<file path="src/rtl/adder_accumulator.sv">
// Sums num_terms operands through an external adder and returns the wrapped total plus sticky carry.
// Latency: one operand per cycle, result one cycle after the last accept; the result holds until res_ready.
module adder_accumulator #(
  parameter int WIDTH = 4,
  parameter int CNT_W = 4
) (
  input  logic             clk,
  input  logic             rst_n,
  input  logic             start,
  input  logic [CNT_W-1:0] num_terms,
  output logic             busy,
  input  logic             op_valid,
  input  logic [WIDTH-1:0] op_data,
  output logic             op_ready,
  output logic [WIDTH-1:0] add_a,
  output logic [WIDTH-1:0] add_b,
  output logic             add_cin,
  input  logic [WIDTH-1:0] add_sum,
  input  logic             add_cout,
  output logic             res_valid,
  output logic [WIDTH-1:0] res_data,
  output logic             res_overflow,
  input  logic             res_ready
);

  typedef enum logic [1:0] {IDLE, ACCUM, HOLD} state_t;

  state_t           state;
  logic [WIDTH-1:0] acc;
  logic [CNT_W-1:0] cnt;
  logic             ovf;

  assign add_a        = acc;
  assign add_b        = op_data;
  assign add_cin      = 1'b0;
  assign op_ready     = (state == ACCUM);
  assign res_valid    = (state == HOLD);
  assign busy         = (state != IDLE);
  assign res_data     = acc;
  assign res_overflow = ovf;

  always_ff @(posedge clk) begin
    if (!rst_n) begin
      state <= IDLE;
      acc   <= '0;
      cnt   <= '0;
      ovf   <= 1'b0;
    end else begin
      case (state)
        IDLE: begin
          if (start) begin
            acc <= '0;
            ovf <= 1'b0;
            cnt <= num_terms;
            // A zero-term job goes straight to the result with a zero total.
            state <= (num_terms == '0) ? HOLD : ACCUM;
          end
        end
        ACCUM: begin
          if (op_valid) begin
            acc <= add_sum;
            ovf <= ovf | add_cout;
            cnt <= cnt - CNT_W'(1);
            if (cnt == CNT_W'(1)) state <= HOLD;
          end
        end
        HOLD: begin
          if (res_ready) state <= IDLE;
        end
        default: state <= IDLE;
      endcase
    end
  end

endmodule

</file>
<file path="config.mk">
export PLATFORM = sky130hd
export DESIGN_NAME = adder_accumulator
export DESIGN_NICKNAME = d
export VERILOG_FILES = /design/src/rtl/adder_accumulator.sv
export SDC_FILE = /design/constraint.sdc
export NUM_CORES = 1
export LEC_CHECK = 0
export ABC_AREA = 1
export BUFFER_PORTS_ARGS = -buffer_cell sky130_fd_sc_hd__buf_2
export CORE_MARGIN = 2
export CORE_UTILIZATION = 39
export DETAILED_ROUTE_END_ITERATION = 12
export PLACE_DENSITY = 0.82
export SYNTH_ARGS = -nofsm -noshare
export SYNTH_HDL_FRONTEND = slang
export SYNTH_SLANG_ARGS = --single-unit
</file>
<file path="constraint.sdc">
create_clock -name clk -period 1.2 [get_ports clk]
set_input_delay 0.06 -clock clk [delete_from_list [all_inputs] [get_ports clk]]
set_output_delay 0.06 -clock clk [all_outputs]
set_load 0.05 [all_outputs]
</file>
==> qor.txt, run 1 <==
CLOCKING
-----------------------------------------------------------------------------------------------
CTS H-Tree Depth .................................................................            1
Clock latency of the later-clocked register in the worst-skew pair ...............      0.26 ns
Clock input transition at the sequential cells of the worst setup and hold paths .      0.07 ns
Hold buffer count at CTS .........................................................            0
CTS Root Buffer Type ............................................................. sky130_fd_sc_hd__clkbuf_4
CTS tree .........................................................................          yes
Max clock buf depth ..............................................................            2
CTS buffer count .................................................................            3
Clock sink count .................................................................           11

FINAL LAYOUT
-----------------------------------------------------------------------------------------------
Number of fill cells in the layout ...............................................          167
Multi-input gate area ............................................................   389.1 um^2
Number of antenna cells inserted .................................................            0
Layout Area Growth over Synthesis ................................................       29.53%
Total area of sequential cells ...................................................   227.7 um^2
Final design instance area without fill ..........................................   867.1 um^2
Number of nets in the layout .....................................................          143
Share of layout cells above drive strength 1 .....................................       0.4180
Layout Cells excl Fill ...........................................................          138

FLOORPLANNING
-----------------------------------------------------------------------------------------------
Initial core utilization .........................................................       0.4294
Die extent in x ..................................................................     45.43 um
Number of rows in the core area ..................................................           14
Die extent in y ..................................................................     45.43 um
Full die area .................................................................... 0.002064 mm^2
Core region area ................................................................. 0.001559 mm^2
Ports ............................................................................           35

TIMING
-----------------------------------------------------------------------------------------------
Share of the cycle needed by the critical path after routing .....................       0.9465
Hold WS ..........................................................................   0.06074 ns
Max Slew Vio Count ...............................................................            0
Unrepaired setup endpoints after global routing ..................................          yes
F_max ............................................................................   0.8805 GHz
Hold Vio Cnt, Final ..............................................................            0
Worst clock skew .................................................................  0.001879 ns
Post-layout min period ...........................................................     1.136 ns
Setup ws final ...................................................................   0.06422 ns
Final-report setup violation count ...............................................            0

HOLD PATH
-----------------------------------------------------------------------------------------------
Hold worst-path end .............................................................. add_a[3]$_SDFFE_PN0P_
Hold Crit Start ..................................................................   add_sum[3]
Worst min path class .............................................................    in -> reg
Cells on Worst Hold Path .........................................................            3

DRT
-----------------------------------------------------------------------------------------------
Vias after detailed routing ......................................................          666
Overall routed net length ........................................................     1.490 mm
DRC violation total after the first TritonRoute iteration ........................           11
Number of routed nets with antenna violations ....................................            0
Routed vias/inst .................................................................        4.826
Routed length per placed instance ................................................     10.80 um
Drc violations ...................................................................            0
Number of iterations in the first detailed-routing pass ..........................            4

LOGIC SYNTHESIS
-----------------------------------------------------------------------------------------------
Commonest cells in the netlist ................................................... 21 x sky130_fd_sc_hd__nand2_1, 11 x sky130_fd_sc_hd__dfxtp_1, 11 x sky130_fd_sc_hd__nor2_1, 10 x sky130_fd_sc_hd__a21oi_1, 9 x sky130_fd_sc_hd__buf_4
Share of Yosys cell area claimed by the top area cell type .......................       0.3290
Number of enable-type register cells in the synthesized netlist ..................            0
Number of instances in the synthesized netlist ...................................          100
Cell with the most instances after synthesis ..................................... sky130_fd_sc_hd__nand2_1
Net count after synthesis ........................................................          120
Post-Synthesis Mean Instance Area ................................................   6.694 um^2
Biggest area contributors in the synthesized netlist ............................. sky130_fd_sc_hd__dfxtp_1 33%, sky130_fd_sc_hd__nand2_1 12%, sky130_fd_sc_hd__buf_4 10%, sky130_fd_sc_hd__a21oi_1 7.5%, sky130_fd_sc_hd__nor2_1 6.2%
Number of distinct standard cells referenced by the synthesized netlist ..........           21
Async set-or-reset flop fraction in the synthesized netlist ......................            0
Cell Area, Synth .................................................................   669.4 um^2
Yosys synthesis warning count ....................................................            0
Part of the Yosys area used for sequential elements ..............................       0.3290
Number of flip-flops and latches in the synthesized netlist ......................           11
Library cell with the largest summed area after synthesis ........................ sky130_fd_sc_hd__dfxtp_1
Top flip-flop cell by instance count after synthesis ............................. sky130_fd_sc_hd__dfxtp_1

SETUP PATH
-----------------------------------------------------------------------------------------------
Data arrival time at the worst-slack endpoint ....................................      1.08 ns
Critical register-to-register path startpoint .................................... cnt[1]$_SDFFE_PN0P_
Endpoint class of the critical path ..............................................  output port
Required time worst endpoint .....................................................      1.14 ns
Crit Path Class ..................................................................   reg -> out
Number of cells traversed by the worst register-to-register path .................            7
Setup slack, reg-to-reg ..........................................................      0.08 ns
Worst reg2reg endpoint ........................................................... state[1]$_SDFFE_PN0P_
Top fanout value on the critical path ............................................            9
Type of element launching the critical path ......................................     register

PLACE
-----------------------------------------------------------------------------------------------
Buffers on Ports .................................................................           25
Detailed placer's ending HPWL ....................................................     1.074 mm
Final weighted congestion in routability-driven placement ........................       0.7879
Worst setup slack after placement ................................................  -0.01398 ns
Area after DPL ...................................................................   754.5 um^2
Number of cells in the design after placement ....................................          133

GLOBAL ROUTING
-----------------------------------------------------------------------------------------------
Maximum number of pins on one net before global-route repair .....................           11
Wire length of the first global-routing pass .....................................     2.125 mm
Initial antenna violation count ..................................................            0
Overall routing resource usage ...................................................       0.1438
Remaining Overflow, GRT ..........................................................            0
Via count of the first global-routing pass .......................................          510

PWR
-----------------------------------------------------------------------------------------------
Static Leak ......................................................................    0.4405 nW
IR drop worst, VDD ...............................................................     1.389 mV
Final total power ................................................................     2.179 mW
Total power density per cell area ................................................ 2513 mW/mm^2

RUN
-----------------------------------------------------------------------------------------------
Number of max-cap violations .....................................................            0

RUN STATUS
-----------------------------------------------------------------------------------------------
Run status ....................................................................... complete, no violations

power breakdown:
part	internal, mW	switching [mW]
registers	0.479	0.112
clock network	0.129	0.115
logic	0.476	0.868
total	1.08	1.09
worst max-delay path: stages, from the launching register on:
cell	delay (ns)
sky130_fd_sc_hd__dfxtp_2	0.34
sky130_fd_sc_hd__inv_2	0.09
sky130_fd_sc_hd__nand2_4	0.09
sky130_fd_sc_hd__inv_4	0.13
sky130_fd_sc_hd__buf_8	0.16
state kept, by name (all words and copies together) (netlist names):
name	flops
cnt	4
res_overflow	1
add_a	4
state	2
area by class of cell:
class	count	area share
well taps	16	0.02309
inverters	12	0.05772
flip-flops and latches	11	0.2626
multi-input cells	68	0.4488
clock buffers	4	0.03030
repair buffers	27	0.1775
kinds of logic after synthesis:
| family | count (synthesis) | synth area share |
|---|---|---|
| other cells | 1 | 0.005602 |
| simple gates | 48 | 0.3140 |
| fa+ha+maj | 2 | 0.03738 |
| buf+inv | 21 | 0.1757 |
| compound gates | 17 | 0.1383 |
| flops | 11 | 0.3290 |
stage by stage:
stage	utilization	setup TNS [ns]
2_1_floorplan	-	0
3_3_place_gp	0.4839	0
5_1_grt	0.5562	-0.02306
4_1_cts	0.5072	0
6_report	0.5562	0
3_5_place_dp	0.4839	-0.01398
per-layer routing:
metal / global-route usage / up-vias / wire (um)
met5: 0 / - / 0
met4: 0.01765 / 0 / 0
li1: - / 356 / -
met3: 0.07143 / 0 / 118
met1: 0.1893 / 288 / 651
met2: 0.2169 / 22 / 721
cell usage in the layout (no fill, tap or decap), types with 2 or more instances in the layout:
master / instances
sky130_fd_sc_hd__ha_4: 2
sky130_fd_sc_hd__inv_2: 4
sky130_fd_sc_hd__nor2_1: 11
sky130_fd_sc_hd__o21ai_1: 2
sky130_fd_sc_hd__nand2_2: 2
sky130_fd_sc_hd__nand2_1: 20
sky130_fd_sc_hd__o21ai_0: 3
sky130_fd_sc_hd__inv_4: 2
sky130_fd_sc_hd__dfxtp_2: 3
sky130_fd_sc_hd__dfxtp_1: 7
sky130_fd_sc_hd__nand3_1: 7
sky130_fd_sc_hd__a21oi_1: 10
sky130_fd_sc_hd__nand2_4: 2
sky130_fd_sc_hd__inv_1: 6
sky130_fd_sc_hd__buf_2: 24
sky130_fd_sc_hd__clkbuf_4: 3
worst max path at each step:
stage / from / endpoint / slack [ns] / depth (start not counted)
2_1_floorplan: cnt[0]$_SDFFE_PN0P_ / cnt[2]$_SDFFE_PN0P_ / 0.02 / 7
3_3_place_gp: cnt[0]$_SDFFE_PN0P_ / cnt[2]$_SDFFE_PN0P_ / 0.03 / 7
3_5_place_dp: cnt[0]$_SDFFE_PN0P_ / cnt[2]$_SDFFE_PN0P_ / -0.01 / 7
4_1_cts: cnt[0]$_SDFFE_PN0P_ / cnt[2]$_SDFFE_PN0P_ / 0.008 / 7
5_1_grt: cnt[1]$_SDFFE_PN0P_ / state[1]$_SDFFE_PN0P_ / -0.01 / 7
6_report: state[1]$_SDFFE_PN0P_ / op_ready / 0.06 / 4
repair_timing:
action | in CTS | in global routing
pin swaps | 0 | 6
setup endpoints to repair | 2 | 5
gates resized for setup | 4 | 18
buffers inserted | 0 | 1
hold endpoints to repair | 0 | 0
No activity file was read; power rests on OpenSTA's default activity.
==> run 2, diff against run 1 <==
--- a/config.mk
+++ b/config.mk
@@ -7,10 +7,12 @@
 export LEC_CHECK = 0
 export ABC_AREA = 1
 export BUFFER_PORTS_ARGS = -buffer_cell sky130_fd_sc_hd__buf_2
+export CELL_PAD_IN_SITES_DETAIL_PLACEMENT = 0
+export CELL_PAD_IN_SITES_GLOBAL_PLACEMENT = 1
 export CORE_MARGIN = 2
-export CORE_UTILIZATION = 39
+export CORE_UTILIZATION = 26
 export DETAILED_ROUTE_END_ITERATION = 12
-export PLACE_DENSITY = 0.82
+export PLACE_DENSITY = 0.83
 export SYNTH_ARGS = -nofsm -noshare
 export SYNTH_HDL_FRONTEND = slang
 export SYNTH_SLANG_ARGS = --single-unit
==> qor.txt, run 2 (synthesis gave the netlist of run 1 again) <==
SETUP PATH
-----------------------------------------------------------------------------------------------
Largest delay contributor family on the critical path ............................   flip-flops   was buffers and inverters
Number of cells traversed by the worst register-to-register path .................            7   unchanged
Endpoint class of the critical path ..............................................  output port   unchanged
Required time worst endpoint .....................................................      1.14 ns   about the same
Type of element launching the critical path ......................................     register   unchanged
Worst path slowest cell .......................................................... sky130_fd_sc_hd__dfxtp_4   was sky130_fd_sc_hd__dfxtp_2
Top fanout value on the critical path ............................................            6   was 9
End point of the critical path ...................................................         busy   was op_ready
Worst path max stage delay .......................................................      0.38 ns   was 0.34 ns
Data arrival time at the worst-slack endpoint ....................................      1.06 ns   was 1.08 ns
Critical register-to-register path startpoint .................................... cnt[0]$_SDFFE_PN0P_   was cnt[1]$_SDFFE_PN0P_
Worst reg2reg endpoint ........................................................... cnt[2]$_SDFFE_PN0P_   was state[1]$_SDFFE_PN0P_
Critical path, cell by cell ...................................................... nor2_4, buf_4, inv_1, buf_6   was inv_2, nand2_4, inv_4, buf_8
Crit Path Class ..................................................................   reg -> out   unchanged
Crit path buffers/inverters ......................................................            3   unchanged
Cell depth of the worst setup path ...............................................            4   unchanged
Worst setup startpoint ........................................................... state[0]$_SDFFE_PN0P_   was state[1]$_SDFFE_PN0P_
Setup slack, reg-to-reg ..........................................................      0.08 ns   about the same

CLOCKING
-----------------------------------------------------------------------------------------------
Clock sink count .................................................................           11   unchanged
CTS H-Tree Depth .................................................................            1   unchanged
Clock latency of the later-clocked register in the worst-skew pair ...............      0.27 ns   was 0.26 ns
Buffers inserted during post-CTS setup optimization ..............................            0   unchanged
CTS tree .........................................................................          yes   unchanged
Hold buffer count at CTS .........................................................            0   unchanged
Max clock buf depth ..............................................................            2   unchanged
CTS Root Buffer Type ............................................................. sky130_fd_sc_hd__clkbuf_4   unchanged
Clock input transition at the sequential cells of the worst setup and hold paths .      0.07 ns   about the same
CTS buffer count .................................................................            3   unchanged

GLOBAL ROUTING
-----------------------------------------------------------------------------------------------
Via count of the first global-routing pass .......................................          592   was 510
Remaining Overflow, GRT ..........................................................            0   unchanged
Overall routing resource usage ...................................................       0.1193   was 0.1438
Wire length of the first global-routing pass .....................................     2.559 mm   was 2.125 mm
Initial antenna violation count ..................................................            0   unchanged
Maximum number of pins on one net before global-route repair .....................           11   unchanged

DRT
-----------------------------------------------------------------------------------------------
Routed vias/inst .................................................................        4.444   was 4.826
DRC violation total after the first TritonRoute iteration ........................           11   unchanged
Overall routed net length ........................................................     1.561 mm   was 1.490 mm
Drc violations ...................................................................            0   unchanged
Routed length per placed instance ................................................     10.20 um   was 10.80 um
Vias after detailed routing ......................................................          680   was 666
Number of iterations in the first detailed-routing pass ..........................            4   unchanged
Number of routed nets with antenna violations ....................................            0   unchanged

PLACE
-----------------------------------------------------------------------------------------------
Detailed placer's ending HPWL ....................................................     1.266 mm   was 1.074 mm
Worst setup slack after placement ................................................  0.009214 ns   was -0.01398 ns
Final weighted congestion in routability-driven placement ........................       0.7425   was 0.7879
Buffers on Ports .................................................................           25   unchanged
Area after DPL ...................................................................   787.0 um^2   was 754.5 um^2

FINAL LAYOUT
-----------------------------------------------------------------------------------------------
Most common cell after layout, fill and taps aside ............................... sky130_fd_sc_hd__buf_2   unchanged
Number of nets in the layout .....................................................          144   was 143
Utilization of the core after routing ............................................       0.3502   was 0.5562
Layout Area Growth over Synthesis ................................................       28.41%   was 29.53%
Share of layout cells above drive strength 1 .....................................       0.3984   was 0.4180
Final design instance area without fill ..........................................   859.6 um^2   was 867.1 um^2
Number of antenna cells inserted .................................................            0   unchanged
Top library cells by usage in the layout, fill and taps aside .................... 23 x sky130_fd_sc_hd__buf_2, 21 x sky130_fd_sc_hd__nand2_1, 11 x sky130_fd_sc_hd__nor2_1   was 24 x sky130_fd_sc_hd__buf_2, 20 x sky130_fd_sc_hd__nand2_1, 11 x sky130_fd_sc_hd__nor2_1

TIMING
-----------------------------------------------------------------------------------------------
F_max ............................................................................   0.8919 GHz   was 0.8805 GHz
Post-Route Setup TNS .............................................................         0 ns   unchanged
Share of the cycle needed by the critical path after routing .....................       0.9343   was 0.9465
Final-report setup violation count ...............................................            0   unchanged
Hold Vio Cnt, Final ..............................................................            0   unchanged
Post-layout min period ...........................................................     1.121 ns   was 1.136 ns
Setup ws final ...................................................................   0.07883 ns   was 0.06422 ns
Worst clock skew .................................................................  0.001145 ns   was 0.001879 ns
Max Slew Vio Count ...............................................................            0   unchanged

FLOORPLANNING
-----------------------------------------------------------------------------------------------
Core region area ................................................................. 0.002455 mm^2   was 0.001559 mm^2
Full die area .................................................................... 0.002996 mm^2   was 0.002064 mm^2
Initial core utilization .........................................................       0.2727   was 0.4294
Number of rows in the core area ..................................................           18   was 14
Ports ............................................................................           35   unchanged
Die extent in x ..................................................................     54.74 um   was 45.43 um
Die extent in y ..................................................................     54.74 um   was 45.43 um

PWR
-----------------------------------------------------------------------------------------------
Static Leak ......................................................................    0.4342 nW   was 0.4405 nW
Total power density per cell area ................................................ 2498 mW/mm^2   was 2513 mW/mm^2
Clock network fraction of total power ............................................        0.122   was 0.112
IR drop worst, VDD ...............................................................     1.090 mV   was 1.389 mV
Switch share .....................................................................       0.4959   was 0.5026
Part of the power in registers ...................................................        0.271   about the same
Final total power ................................................................     2.147 mW   was 2.179 mW
Combinational power share ........................................................        0.607   was 0.617
Net load switching power .........................................................     1.065 mW   was 1.095 mW
Internal power summed over all cells .............................................     1.082 mW   was 1.084 mW

RUN
-----------------------------------------------------------------------------------------------
Number of max-cap violations .....................................................            0   unchanged

RUN STATUS
-----------------------------------------------------------------------------------------------
Run status ....................................................................... complete, no violations   unchanged

HOLD PATH
-----------------------------------------------------------------------------------------------
Worst min path class .............................................................    in -> reg   unchanged

run 2: cell types whose count changed in the layout (fill, tap and decap cells not counted), sizes merged:
cell,delta
buf,+1
run 2: power groups by stage:
stage                     sequential [mW]  clock (mW)  combinational, mW
final                               0.582       0.261               1.30
after global routing                0.601       0.300               1.46
after CTS                           0.561       0.273               1.22
after global placement              0.550           0               1.16
after floorplan                     0.611           0              0.880
after detailed placement            0.557           0               1.18
run 2: how the worst min path moves through the flow:
stage,to,depth (start not counted),start,slack [ns]
2_1_floorplan,state[0]$_SDFFE_PN0P_,2,rst_n,0.18
3_3_place_gp,add_b[1],0,op_data[1],0.12
3_5_place_dp,add_b[1],0,op_data[1],0.12
4_1_cts,add_a[1]$_SDFFE_PN0P_,3,add_sum[1],0.05
5_1_grt,add_a[1]$_SDFFE_PN0P_,3,add_sum[1],0.05
6_report,add_a[1]$_SDFFE_PN0P_,3,add_sum[1],0.05
run 2: repair_timing:
item / CTS / global route
pin swaps: 0 / 2
endpoints found under the setup margin: 3 / 8
gates resized for setup: 5 / 12
run 2: metal layers:
metal | part of all wire | wire [um] | global-route usage | up-vias
met5 | 0 | 0 | 0 | -
met4 | 0.029 | 45 | 0.07917 | 0
met3 | 0.038 | 60 | 0.01913 | 5
met2 | 0.50 | 778 | 0.1825 | 14
met1 | 0.43 | 677 | 0.1522 | 305
li1 | - | - | - | 356
run 2: stage by stage:
stage / instances / hold WS, ns
6_report: 153 / 0.05242
5_1_grt: 153 / 0.05020
4_1_cts: 153 / 0.04597
3_5_place_dp: 149 / 0.1206
3_3_place_gp: 149 / 0.1206
2_1_floorplan: 100 / 0.1807
run 2: tightest hold or removal path, cell delays in order:
cell	delay [ns]
sky130_fd_sc_hd__buf_2	0.09
sky130_fd_sc_hd__nand3_1	0.06
sky130_fd_sc_hd__a21oi_1	0.06
run 2: final cells by class:
| cell class | instances | area, um^2 |
|---|---|---|
| clock buffer | 4 | 26.28 |
| fill | 283 | 1595 |
| inverter | 12 | 52.55 |
| multi-input combinational | 68 | 351.6 |
| sequential | 11 | 227.7 |
| tap | 30 | 37.54 |
| timing repair buffer | 28 | 163.9 |
==> run 3, diff against run 2 <==
--- a/config.mk
+++ b/config.mk
@@ -12,7 +12,7 @@
 export CORE_MARGIN = 2
 export CORE_UTILIZATION = 26
 export DETAILED_ROUTE_END_ITERATION = 12
-export PLACE_DENSITY = 0.83
+export PLACE_DENSITY_LB_ADDON = 0.25
 export SYNTH_ARGS = -nofsm -noshare
 export SYNTH_HDL_FRONTEND = slang
 export SYNTH_SLANG_ARGS = --single-unit
==> qor.txt, run 3 (synthesis gave the netlist of run 1 again) <==
DRT
-----------------------------------------------------------------------------------------------
Overall routed net length ........................................................     1.653 mm   was 1.561 mm
Met1 wire length .................................................................       729 um   was 677 um
Drc violations ...................................................................            0   unchanged
Met3 wire len ....................................................................        96 um   was 60 um
Max layer used ...................................................................         met4   unchanged
Number of routed nets with antenna violations ....................................            0   unchanged
Wire length on met2 ..............................................................       814 um   was 778 um
Number of iterations in the first detailed-routing pass ..........................            4   unchanged
Routed vias/inst .................................................................        4.381   was 4.444
Routed length per placed instance ................................................     10.66 um   was 10.20 um
Vias after detailed routing ......................................................          679   was 680
DRC violation total after the first TritonRoute iteration ........................            2   was 11

SETUP PATH
-----------------------------------------------------------------------------------------------
Top fanout value on the critical path ............................................            9   was 6
End point of the critical path ...................................................     op_ready   was busy
Critical register-to-register path startpoint .................................... state[0]$_SDFFE_PN0P_   was cnt[0]$_SDFFE_PN0P_
Endpoint class of the critical path ..............................................  output port   unchanged
Setup slack, reg-to-reg ..........................................................      0.08 ns   about the same
Number of cells traversed by the worst register-to-register path .................            7   unchanged
Type of element launching the critical path ......................................     register   unchanged
Crit Path Class ..................................................................   reg -> out   unchanged
Worst setup startpoint ........................................................... state[1]$_SDFFE_PN0P_   was state[0]$_SDFFE_PN0P_
Data arrival time at the worst-slack endpoint ....................................      1.07 ns   was 1.06 ns
Worst reg2reg endpoint ........................................................... state[0]$_SDFFE_PN0P_   was cnt[2]$_SDFFE_PN0P_
Required time worst endpoint .....................................................      1.14 ns   about the same

TIMING
-----------------------------------------------------------------------------------------------
Share of the cycle needed by the critical path after routing .....................       0.9457   was 0.9343
Post-layout min period ...........................................................     1.135 ns   was 1.121 ns
Hold WS ..........................................................................   0.05771 ns   was 0.05242 ns
Worst clock skew .................................................................  0.002669 ns   was 0.001145 ns
Final-report setup violation count ...............................................            0   unchanged
F_max ............................................................................   0.8812 GHz   was 0.8919 GHz
Hold Vio Cnt, Final ..............................................................            0   unchanged
Post-Route Setup TNS .............................................................         0 ns   unchanged
Max Slew Vio Count ...............................................................            0   unchanged

HOLD PATH
-----------------------------------------------------------------------------------------------
Worst min path class .............................................................    in -> reg   unchanged

PWR
-----------------------------------------------------------------------------------------------
IR drop worst, VDD ...............................................................     1.124 mV   was 1.090 mV
Final total power ................................................................     2.249 mW   was 2.147 mW
Total power density per cell area ................................................ 2469 mW/mm^2   was 2498 mW/mm^2
Static Leak ......................................................................    0.4525 nW   was 0.4342 nW

CLOCKING
-----------------------------------------------------------------------------------------------
CTS H-Tree Depth .................................................................            1   unchanged
Max clock buf depth ..............................................................            2   unchanged
Clock input transition at the sequential cells of the worst setup and hold paths .      0.07 ns   about the same
CTS buffer count .................................................................            3   unchanged
Clock latency of the later-clocked register in the worst-skew pair ...............      0.26 ns   was 0.27 ns
CTS tree .........................................................................          yes   unchanged
CTS Root Buffer Type ............................................................. sky130_fd_sc_hd__clkbuf_4   unchanged
Clock sink count .................................................................           11   unchanged

RUN
-----------------------------------------------------------------------------------------------
Number of max-cap violations .....................................................            0   unchanged

FINAL LAYOUT
-----------------------------------------------------------------------------------------------
Number of nets in the layout .....................................................          146   was 144
Layout Area Growth over Synthesis ................................................       36.07%   was 28.41%
Top library cells by usage in the layout, fill and taps aside .................... 24 x sky130_fd_sc_hd__buf_2, 20 x sky130_fd_sc_hd__nand2_1, 10 x sky130_fd_sc_hd__nor2_1, 10 x sky130_fd_sc_hd__a21oi_1   was 23 x sky130_fd_sc_hd__buf_2, 21 x sky130_fd_sc_hd__nand2_1, 11 x sky130_fd_sc_hd__nor2_1
Number of antenna cells inserted .................................................            0   unchanged
Number of fill cells in the layout ...............................................          258   was 283
Share of layout cells above drive strength 1 .....................................       0.4400   was 0.3984
Most common cell after layout, fill and taps aside ............................... sky130_fd_sc_hd__buf_2   unchanged

GLOBAL ROUTING
-----------------------------------------------------------------------------------------------
Overall routing resource usage ...................................................       0.1133   was 0.1193
Remaining Overflow, GRT ..........................................................            0   unchanged
Initial antenna violation count ..................................................            0   unchanged
Via count of the first global-routing pass .......................................          521   was 592
Wire length of the first global-routing pass .....................................     2.359 mm   was 2.559 mm
Maximum number of pins on one net before global-route repair .....................           11   unchanged

FLOORPLANNING
-----------------------------------------------------------------------------------------------
Core region area ................................................................. 0.002455 mm^2   unchanged
Die extent in y ..................................................................     54.74 um   unchanged
Ports ............................................................................           35   unchanged
Initial core utilization .........................................................       0.2727   unchanged
Number of rows in the core area ..................................................           18   unchanged
Die extent in x ..................................................................     54.74 um   unchanged
Full die area .................................................................... 0.002996 mm^2   unchanged

PLACE
-----------------------------------------------------------------------------------------------
Final weighted congestion in routability-driven placement ........................       0.7356   was 0.7425
Detailed placer's ending HPWL ....................................................     1.229 mm   was 1.266 mm
Buffers on Ports .................................................................           25   unchanged

RUN STATUS
-----------------------------------------------------------------------------------------------
Run status ....................................................................... complete, no violations   unchanged

[run 3: how the worst min path moves through the flow]
stage,from,to,slack (ns),cells past startpoint
2_1_floorplan,rst_n,state[0]$_SDFFE_PN0P_,0.18,2
3_3_place_gp,op_data[3],add_b[3],0.12,0
3_5_place_dp,op_data[3],add_b[3],0.12,0
4_1_cts,add_sum[0],add_a[0]$_SDFFE_PN0P_,0.05,3
5_1_grt,add_sum[0],add_a[0]$_SDFFE_PN0P_,0.05,3
6_report,add_sum[1],add_a[1]$_SDFFE_PN0P_,0.06,3
[run 3: final cells by class]
class                      instances  area [um^2]  share of cell area
timing repair buffer              30        172.7              0.1896
multi-input combinational         68        391.6              0.4299
inverter                          12        55.05             0.06044
clock buffer                       4        26.28             0.02885
tap                               30        37.54             0.04121
sequential                        11        227.7              0.2500
[run 3: layer usage]
metal / global-route usage / vias up
li1: - / 361
met1: 0.1499 / 299
met2: 0.1607 / 17
met3: 0.05191 / 2
met4: 0.03750 / 0
met5: 0 / -
[run 3: what timing repair did]
| item | CTS | global route |
|---|---|---|
| cloned | 0 | 0 |
| pin swaps | 0 | 7 |
| buffers inserted | 0 | 3 |
| resized for setup | 5 | 19 |
| hold buffers | 0 | 0 |
| setup endpoints to repair | 2 | 6 |
[run 3: report_power, final]
group          switching [mW]  internal (mW)
combinational           0.889          0.515
clock                   0.122          0.128
sequential              0.116          0.479
[run 3: critical path, cell delays in order (launching register included)]
cell	delay [ns]
sky130_fd_sc_hd__dfxtp_2	0.34
sky130_fd_sc_hd__inv_2	0.09
sky130_fd_sc_hd__nand2_4	0.10
sky130_fd_sc_hd__inv_6	0.11
sky130_fd_sc_hd__buf_6	0.16
[run 3: stage by stage]
| stage | util | instance area, um^2 | cells | worst slack, ns |
|---|---|---|---|---|
| after floorplan | - | 669.4 | 100 | 0.01924 |
| after global placement | 0.3175 | 779.5 | 148 | 0.002974 |
| after detailed placement | 0.3175 | 779.5 | 148 | 0.002454 |
| after CTS | 0.3328 | 817.0 | 152 | 0.008641 |
| after global routing | 0.3711 | 910.9 | 155 | -0.009858 |
| final | 0.3711 | 910.9 | 155 | 0.06520 |
